### src/rtl/cs_region_decode_if.sv
// Bus bundle for cs_region_decode: CPU address/strobe inputs,
// window-table config port, latched selects and status outputs.
interface cs_region_decode_if #(
  parameter int ADDR_W = 23,
  parameter int TAG_W  = 4,
  parameter int NREG   = 8
);
  logic [ADDR_W:1]   A;
  logic              nWE;
  logic              BACT;
  logic              QoSEN;
  logic              OvlSet;
  logic              CfgWE;
  logic [3:0]        CfgIdx;
  logic [TAG_W-1:0]  CfgBase;
  logic [TAG_W-1:0]  CfgMask;
  logic [2:0]        CfgAttr;
  logic [NREG-1:0]   RegionHit;
  logic              IOCS;
  logic              IOPWCS;
  logic              ROMCS;
  logic              RAMCS;
  logic              Miss;
  logic              Overlay;
  logic              QoSActive;

  modport master (
    output A, nWE, BACT, QoSEN, OvlSet,
    output CfgWE, CfgIdx, CfgBase,
    output CfgMask, CfgAttr,
    input  RegionHit, IOCS, IOPWCS,
    input  ROMCS, RAMCS, Miss,
    input  Overlay, QoSActive
  );

  modport slave (
    input  A, nWE, BACT, QoSEN, OvlSet,
    input  CfgWE, CfgIdx, CfgBase,
    input  CfgMask, CfgAttr,
    output RegionHit, IOCS, IOPWCS,
    output ROMCS, RAMCS, Miss,
    output Overlay, QoSActive
  );
endinterface

### src/rtl/cs_region_decode.sv
// Programmable chip-select decoder. Ports: CLK, nRES (async low),
// bus (slave): A/nWE/BACT/QoSEN/OvlSet, Cfg* table port, selects.
module cs_region_decode #(
  parameter int ADDR_W = 23,
  parameter int TAG_W  = 4,
  parameter int NREG   = 8,
  parameter logic [TAG_W-1:0] ROM_TAG = TAG_W'(4'h4),
  parameter int OVL_CLR_CNT = 1,
  parameter int QOS_ON  = 4,
  parameter int QOS_OFF = 8
) (
  input logic CLK,
  input logic nRES,
  cs_region_decode_if.slave bus
);
  localparam int LSB = ADDR_W - TAG_W + 1;

  logic [TAG_W-1:0] r_base [NREG];
  logic [TAG_W-1:0] r_mask [NREG];
  logic [2:0]       r_attr [NREG];

  logic            r_bact;
  logic [NREG-1:0] r_hit;
  logic            r_io;
  logic            r_pw;
  logic            r_rom;
  logic            r_ram;
  logic            r_miss;
  logic            r_ovl;
  logic [3:0]      r_ocnt;
  logic            r_qos;
  logic [7:0]      r_qcnt;

  logic [TAG_W-1:0] w_tag;
  logic [NREG-1:0]  w_hit;
  logic [NREG-1:0]  w_one;
  logic             w_io;
  logic             w_pw;
  logic             w_any;
  logic             w_rom;
  logic             w_ram;
  logic             w_rise;
  logic             w_romtag;
  logic [3:0]       w_onx;
  logic [8:0]       w_qnx;
  logic [7:0]       w_qthr;
  logic             w_unused;

  assign w_tag    = bus.A[ADDR_W:LSB];
  assign w_unused = ^bus.A;
  assign w_romtag = (w_tag == ROM_TAG);
  assign w_rom    = r_ovl || w_romtag;
  assign w_ram    = (bus.A[ADDR_W:ADDR_W-1] == 2'b00)
                    && !r_ovl;
  assign w_rise   = bus.BACT && !r_bact;
  assign w_any    = |w_hit;
  assign w_onx    = r_ocnt + 4'd1;
  assign w_qnx    = {1'b0, r_qcnt} + 9'd1;
  assign w_qthr   = r_qos ? 8'(QOS_OFF) : 8'(QOS_ON);

  always_comb begin
    w_hit = '0;
    for (int i = 0; i < NREG; i++) begin
      w_hit[i] = r_attr[i][2] &&
        (((w_tag ^ r_base[i]) & r_mask[i]) == '0);
    end
  end

  // Scan downward so the lowest-index hit is assigned last.
  always_comb begin
    w_one = '0;
    w_io  = 1'b0;
    w_pw  = 1'b0;
    for (int i = NREG - 1; i >= 0; i--) begin
      if (w_hit[i]) begin
        w_one    = '0;
        w_one[i] = 1'b1;
        w_io     = r_attr[i][1];
        w_pw     = r_attr[i][0];
      end
    end
  end

  always_ff @(posedge CLK or negedge nRES) begin
    if (!nRES) begin
      for (int i = 0; i < NREG; i++) begin
        r_base[i] <= '0;
        r_mask[i] <= '0;
        r_attr[i] <= '0;
      end
    end else if (bus.CfgWE) begin
      for (int i = 0; i < NREG; i++) begin
        if (bus.CfgIdx == 4'(i)) begin
          r_base[i] <= bus.CfgBase;
          r_mask[i] <= bus.CfgMask;
          r_attr[i] <= bus.CfgAttr;
        end
      end
    end
  end

  always_ff @(posedge CLK or negedge nRES) begin
    if (!nRES) begin
      r_bact <= 1'b0;
      r_hit  <= '0;
      r_io   <= 1'b0;
      r_pw   <= 1'b0;
      r_rom  <= 1'b0;
      r_ram  <= 1'b0;
      r_miss <= 1'b0;
    end else begin
      r_bact <= bus.BACT;
      unique case (1'b1)
        w_rise: begin
          r_hit  <= w_one;
          r_rom  <= w_rom;
          r_ram  <= w_ram;
          r_io   <= w_io || (w_pw && !bus.nWE)
                    || r_qos;
          r_pw   <= w_pw && !bus.nWE && !r_qos;
          r_miss <= !w_any && !w_rom && !w_ram;
        end
        !bus.BACT: begin
          r_hit  <= '0;
          r_io   <= 1'b0;
          r_pw   <= 1'b0;
          r_rom  <= 1'b0;
          r_ram  <= 1'b0;
          r_miss <= 1'b0;
        end
        default: ;
      endcase
    end
  end

  // Re-arm wins over a clear landing on the same edge.
  always_ff @(posedge CLK or negedge nRES) begin
    if (!nRES) begin
      r_ovl  <= 1'b1;
      r_ocnt <= '0;
    end else if (bus.OvlSet) begin
      r_ovl  <= 1'b1;
      r_ocnt <= '0;
    end else if (w_rise && w_romtag && r_ovl) begin
      if (w_onx == 4'(OVL_CLR_CNT)) begin
        r_ovl  <= 1'b0;
        r_ocnt <= '0;
      end else begin
        r_ocnt <= w_onx;
      end
    end
  end

  always_ff @(posedge CLK or negedge nRES) begin
    if (!nRES) begin
      r_qos  <= 1'b0;
      r_qcnt <= '0;
    end else if (bus.QoSEN == r_qos) begin
      r_qcnt <= '0;
    end else if (w_qnx >= {1'b0, w_qthr}) begin
      r_qos  <= !r_qos;
      r_qcnt <= '0;
    end else if (r_qcnt != 8'hFF) begin
      r_qcnt <= w_qnx[7:0];
    end
  end

  assign bus.RegionHit = r_hit;
  assign bus.IOCS      = r_io;
  assign bus.IOPWCS    = r_pw;
  assign bus.ROMCS     = r_rom;
  assign bus.RAMCS     = r_ram;
  assign bus.Miss      = r_miss;
  assign bus.Overlay   = r_ovl;
  assign bus.QoSActive = r_qos;
endmodule

### src/flat_wrapper.sv
// flat-port wrapper written by rule: the top's interface ports become plain ports
module cs_region_decode_flat 
#(
  parameter int ADDR_W = 23,
  parameter int TAG_W  = 4,
  parameter int NREG   = 8,
  parameter logic [TAG_W-1:0] ROM_TAG = TAG_W'(4'h4),
  parameter int OVL_CLR_CNT = 1,
  parameter int QOS_ON  = 4,
  parameter int QOS_OFF = 8
)
  (CLK, nRES, bus_A, bus_nWE, bus_BACT, bus_QoSEN, bus_OvlSet, bus_CfgWE, bus_CfgIdx, bus_CfgBase, bus_CfgMask, bus_CfgAttr, bus_RegionHit, bus_IOCS, bus_IOPWCS, bus_ROMCS, bus_RAMCS, bus_Miss, bus_Overlay, bus_QoSActive);
  cs_region_decode_if #(.ADDR_W(ADDR_W), .TAG_W(TAG_W), .NREG(NREG)) bus_i ();
  input logic CLK;
  input logic nRES;
  input wire logic [$bits(bus_i.A)-1:0] bus_A;
  input wire logic [$bits(bus_i.nWE)-1:0] bus_nWE;
  input wire logic [$bits(bus_i.BACT)-1:0] bus_BACT;
  input wire logic [$bits(bus_i.QoSEN)-1:0] bus_QoSEN;
  input wire logic [$bits(bus_i.OvlSet)-1:0] bus_OvlSet;
  input wire logic [$bits(bus_i.CfgWE)-1:0] bus_CfgWE;
  input wire logic [$bits(bus_i.CfgIdx)-1:0] bus_CfgIdx;
  input wire logic [$bits(bus_i.CfgBase)-1:0] bus_CfgBase;
  input wire logic [$bits(bus_i.CfgMask)-1:0] bus_CfgMask;
  input wire logic [$bits(bus_i.CfgAttr)-1:0] bus_CfgAttr;
  output wire logic [$bits(bus_i.RegionHit)-1:0] bus_RegionHit;
  output wire logic [$bits(bus_i.IOCS)-1:0] bus_IOCS;
  output wire logic [$bits(bus_i.IOPWCS)-1:0] bus_IOPWCS;
  output wire logic [$bits(bus_i.ROMCS)-1:0] bus_ROMCS;
  output wire logic [$bits(bus_i.RAMCS)-1:0] bus_RAMCS;
  output wire logic [$bits(bus_i.Miss)-1:0] bus_Miss;
  output wire logic [$bits(bus_i.Overlay)-1:0] bus_Overlay;
  output wire logic [$bits(bus_i.QoSActive)-1:0] bus_QoSActive;
  assign bus_i.A = bus_A;
  assign bus_i.nWE = bus_nWE;
  assign bus_i.BACT = bus_BACT;
  assign bus_i.QoSEN = bus_QoSEN;
  assign bus_i.OvlSet = bus_OvlSet;
  assign bus_i.CfgWE = bus_CfgWE;
  assign bus_i.CfgIdx = bus_CfgIdx;
  assign bus_i.CfgBase = bus_CfgBase;
  assign bus_i.CfgMask = bus_CfgMask;
  assign bus_i.CfgAttr = bus_CfgAttr;
  assign bus_RegionHit = bus_i.RegionHit;
  assign bus_IOCS = bus_i.IOCS;
  assign bus_IOPWCS = bus_i.IOPWCS;
  assign bus_ROMCS = bus_i.ROMCS;
  assign bus_RAMCS = bus_i.RAMCS;
  assign bus_Miss = bus_i.Miss;
  assign bus_Overlay = bus_i.Overlay;
  assign bus_QoSActive = bus_i.QoSActive;
  cs_region_decode #(.ADDR_W(ADDR_W), .TAG_W(TAG_W), .NREG(NREG), .ROM_TAG(ROM_TAG), .OVL_CLR_CNT(OVL_CLR_CNT), .QOS_ON(QOS_ON), .QOS_OFF(QOS_OFF)) u_core (.CLK(CLK), .nRES(nRES), .bus(bus_i));
endmodule
### config.mk
export PLATFORM = sky130hd
export DESIGN_NAME = cs_region_decode_flat
export DESIGN_NICKNAME = d
export VERILOG_FILES = /design/src/rtl/cs_region_decode_if.sv /design/src/rtl/cs_region_decode.sv /design/src/flat_wrapper.sv
export SDC_FILE = /design/constraint.sdc
export NUM_CORES = 1
export LEC_CHECK = 0
export CAP_MARGIN = 20
export CORE_MARGIN = 2
export CORE_UTILIZATION = 40
export CTS_BUF_LIST = sky130_fd_sc_hd__clkbuf_8
export DETAILED_ROUTE_END_ITERATION = 10
export GPL_TIMING_DRIVEN = 0
export SYNTH_ARGS = -nofsm -noshare
export SYNTH_HDL_FRONTEND = slang
export SYNTH_SLANG_ARGS = --single-unit
### constraint.sdc
create_clock -name CLK -period 4.44 [get_ports CLK]
set_input_delay 0.444 -clock CLK [delete_from_list [all_inputs] [get_ports CLK]]
set_output_delay 0.444 -clock CLK [all_outputs]
set_load 0.01 [all_outputs]
==> flow_metrics.tcl <==
set metrics [dict create \
    max_stage_delay_ns 0.62 \
    syn_area_per_cell_um2 12.94 \
    finalCriticalPeriod_ns 2.385 \
    htreeDepth 4 \
    crit_fanout 10 \
    antenna_left 0 \
    critPathLaunchType "input port" \
    drt_first_pass_iters 4 \
    rows 41 \
    yosys.area.top_type "dfrtp_1" \
    yosys.area_share.adder_pct 1.436 \
    p_comb_share_pct 19.4 \
    ios 60 \
    fillers 1184 \
    die_h_um 118.3 \
    synth-simple-area-share_pct 9.002 \
    rsz0062_at_grt "no" \
    hold_path.class "flip-flop to flip-flop" \
    p_sw_w 0.0007565 \
    multi_input_area_mm2 0.002238 \
    skew_ns 0.003639 \
    core-area_mm2 0.01267 \
    path_class "input port to flip-flop" \
    ys_ff_latch 116 \
    grt_max_degree 75 \
    drv_cap 0 \
    synthMuxAreaShare_pct 19.13 \
    synth-xor-area-share_pct 6.368 \
    drive_gt1_share_pct 27.56 \
    n_antenna_cell 0 \
    r2r_cells 7 \
    drtIter0Drc 219 \
    fp.dieW_um 118.3 \
    worstHoldPathCells 2 \
    cts_root_buffer "clkbuf_8" \
    yosysTopAreaCellShare_pct 55.06 \
    die-area_mm2 0.01400 \
    routed_wirelength_um 11150 \
    cts_tree "yes" \
    min_period_over_period_pct 53.71 \
    clockBufferDepth 2 \
    utilization_pct 49.33 \
    seq_area_frac_synth_pct 55.57 \
    whs_ns 0.4846 \
    synthFlopType "dfrtp_1" \
    yosysMostFrequentCell "dfrtp_1" \
    setup_viol 0 \
    grt_pass1_wl_um 18270 \
    synth_top_family_by_area "multiplexers" \
    synth_common_cells "dfrtp_1 (115), mux2_2 (87), xor2_1 (36)" \
    post_drt_wl_per_cell_um 17.13 \
    grt_pass1_vias 3456 \
    yosys-top-cells-area "dfrtp_1 (55%), mux2_2 (19%), xor2_1 (6.0%)" \
    via_count 3289 \
    synth_compound_area_share_pct 6.608 \
    slew_viol_final 0 \
    syn2layout_area_growth_pct 19.61 \
    ys.warnings.count 0 \
    synth.cell_area_mm2 0.005226 \
    place.gp.congestion 0.7300 \
    p_sw_share_pct 26.74 \
    drc 0 \
    layout.nets 517 \
    cts_buffers 17 \
    start_util_pct 41.25 \
    slowest_stage "a222oi_1" \
    pwr-share-clk_pct 32.2 \
    path_cells "clkdlybuf4s50_1, buf_6, xor2_1, a222oi_1, nand2_2, a311oi_2, o221ai_2, o31ai_2" \
    grt.met3_usage_pct 5.550 \
    grt_use_met1_pct 23.16 \
    seq_area_mm2 0.002904 \
    worst_setup_path_end_kind "flip-flop" \
    p_per_area_mw_per_mm2 452.6 \
    met2_usage_pct 26.91 \
    crit_arrival_ns 2.74 \
    grt-ovfl-total 0 \
    synth.distinct_cells 50 \
    top_usage_layer "met2" \
    cp.required_ns 4.79 \
    port_buffers 38 \
    clk_pin_slew_worst_paths_ns 0.06 \
    syn_inst 404 \
    synthArstFlopShare_pct 100.0 \
    grt_antenna_before_repair 0 \
    via_per_inst 5.052 \
    leakagePower_nw 2.762 \
    clk_latency_ns 0.44 \
    outcome "finished, final reports clean" \
    hold_viol 0 \
    worst_pin_slew_ns 0.8793 \
    fmax_ghz 0.4193 \
    cts_num_sinks 116 \
    synth_edf_count 0 \
    seq_power_share_pct 48.4 \
    relSlewSlack_pct 40.55 \
    grt_use_total_pct 17.39 \
    intPower_w 0.002073 \
    dp_hpwl_um 7614 \
    irDropWorstVdd_uv 253.9 \
]
[per-layer routing]
layer	share of wire, %	vias up
met3	4.0	11
li1	-	1570
met4	1.0	0
met2	47	58
met5	0	-
met1	48	1650
[critical path: cells and delay by family]
family	cells	cell delay, ns
buf+inv	2	0.72
compound gates	4	1.30
simple gates	1	0.17
xor+xnor	1	0.09
[state kept, by name (all words and copies together), names as in the netlist]
signal / flops
u_core.r_bact: 1
u_core.r_ocnt: 4
u_core.bus.IOPWCS: 1
u_core.bus.ROMCS: 1
u_core.bus.IOCS: 1
u_core.r_base: 32
u_core.bus.Overlay: 1
u_core.bus.RAMCS: 1
u_core.r_mask: 32
u_core.bus.RegionHit: 8
u_core.bus.QoSActive: 1
u_core.bus.Miss: 1
u_core.r_qcnt: 8
u_core.r_attr: 24
[cell families (layout without fill, tap and decap cells)]
logic type	Yosys count	in the layout
AOI/OAI and AO/OA	45	45
xor gates and xnor gates	38	38
adders and majority gates	6	6
buffers and inverters	20	92
DFF	116	116
muxes	89	89
other	1	4
and+or+nand+nor	89	89
[layout by cell type (no fill, tap or decap), types with 3 or more instances in the layout]
| cell type | n |
|---|---|
| a222oi_1 | 7 |
| buf_6 | 3 |
| o21ai_0 | 12 |
| nand3b_1 | 4 |
| nor3b_1 | 3 |
| clkbuf_1 | 9 |
| inv_1 | 12 |
| nand2b_1 | 4 |
| nor2b_1 | 4 |
| nand3_1 | 8 |
| a31oi_1 | 3 |
| xor2_1 | 36 |
| o211ai_1 | 3 |
| ha_1 | 6 |
| conb_1 | 4 |
| a21oi_1 | 4 |
| clkdlybuf4s50_1 | 37 |
| mux2_2 | 87 |
| clkbuf_8 | 23 |
| and3_1 | 7 |
| a21boi_0 | 4 |
| nor2_1 | 9 |
| dfrtp_1 | 115 |
| nand2_1 | 33 |
[stage by stage]
step	total power [W]	area [µm²]	setup TNS, ns	std cells	setup slack, ns
6_report	0.002829	6251	0	651	2.055
5_1_grt	0.002990	6251	0	651	1.893
4_1_cts	0.002864	6251	0	651	2.051
3_5_place_dp	0.001943	5862	0	618	1.579
3_3_place_gp	0.001919	5833	-172.60	617	-1.509
2_1_floorplan	0.001743	5238	0	407	2.466
[cell type report]
cell class	instances	share of cell area, %
clock inverter	9	1.001
multi-input combinational	271	35.81
inverter	6	0.3603
timing repair buffer	40	6.705
clock buffer	23	5.064
buffer	14	1.161
tap	172	3.443
sequential	116	46.46
[timing repair]
action / in CTS / in global routing
hold buffers: 1 / 0
resized for setup: 0 / 0
buffers inserted: 0 / 0
hold endpoints to repair: 42 / 0
[path summary, 6_finish.rpt]
kind / from / to / slack, ns
max: bus_A[21] / u_core.bus.IOPWCS / 2.06
min: u_core.bus.RegionHit[6] / u_core.bus.RegionHit[6] / 0.48
max reg2reg: u_core.r_base[24] / u_core.bus.IOPWCS / 2.32
min reg2reg: u_core.bus.RegionHit[6] / u_core.bus.RegionHit[6] / 0.48
max in group asynchronous: nRES / u_core.r_base[2] / 3.25
min in group asynchronous: nRES / u_core.r_ocnt[2] / 0.49
[power groups by stage]
stage	sequential (W)	clock, W	combinational [W]
after floorplan	0.00136	0	0.000380
after global placement	0.00138	0	0.000540
after detailed placement	0.00139	0	0.000555
after CTS	0.00137	0.000937	0.000558
after global routing	0.00139	0.000986	0.000610
final	0.00137	0.000912	0.000549
No activity file was read; power rests on OpenSTA's default activity.
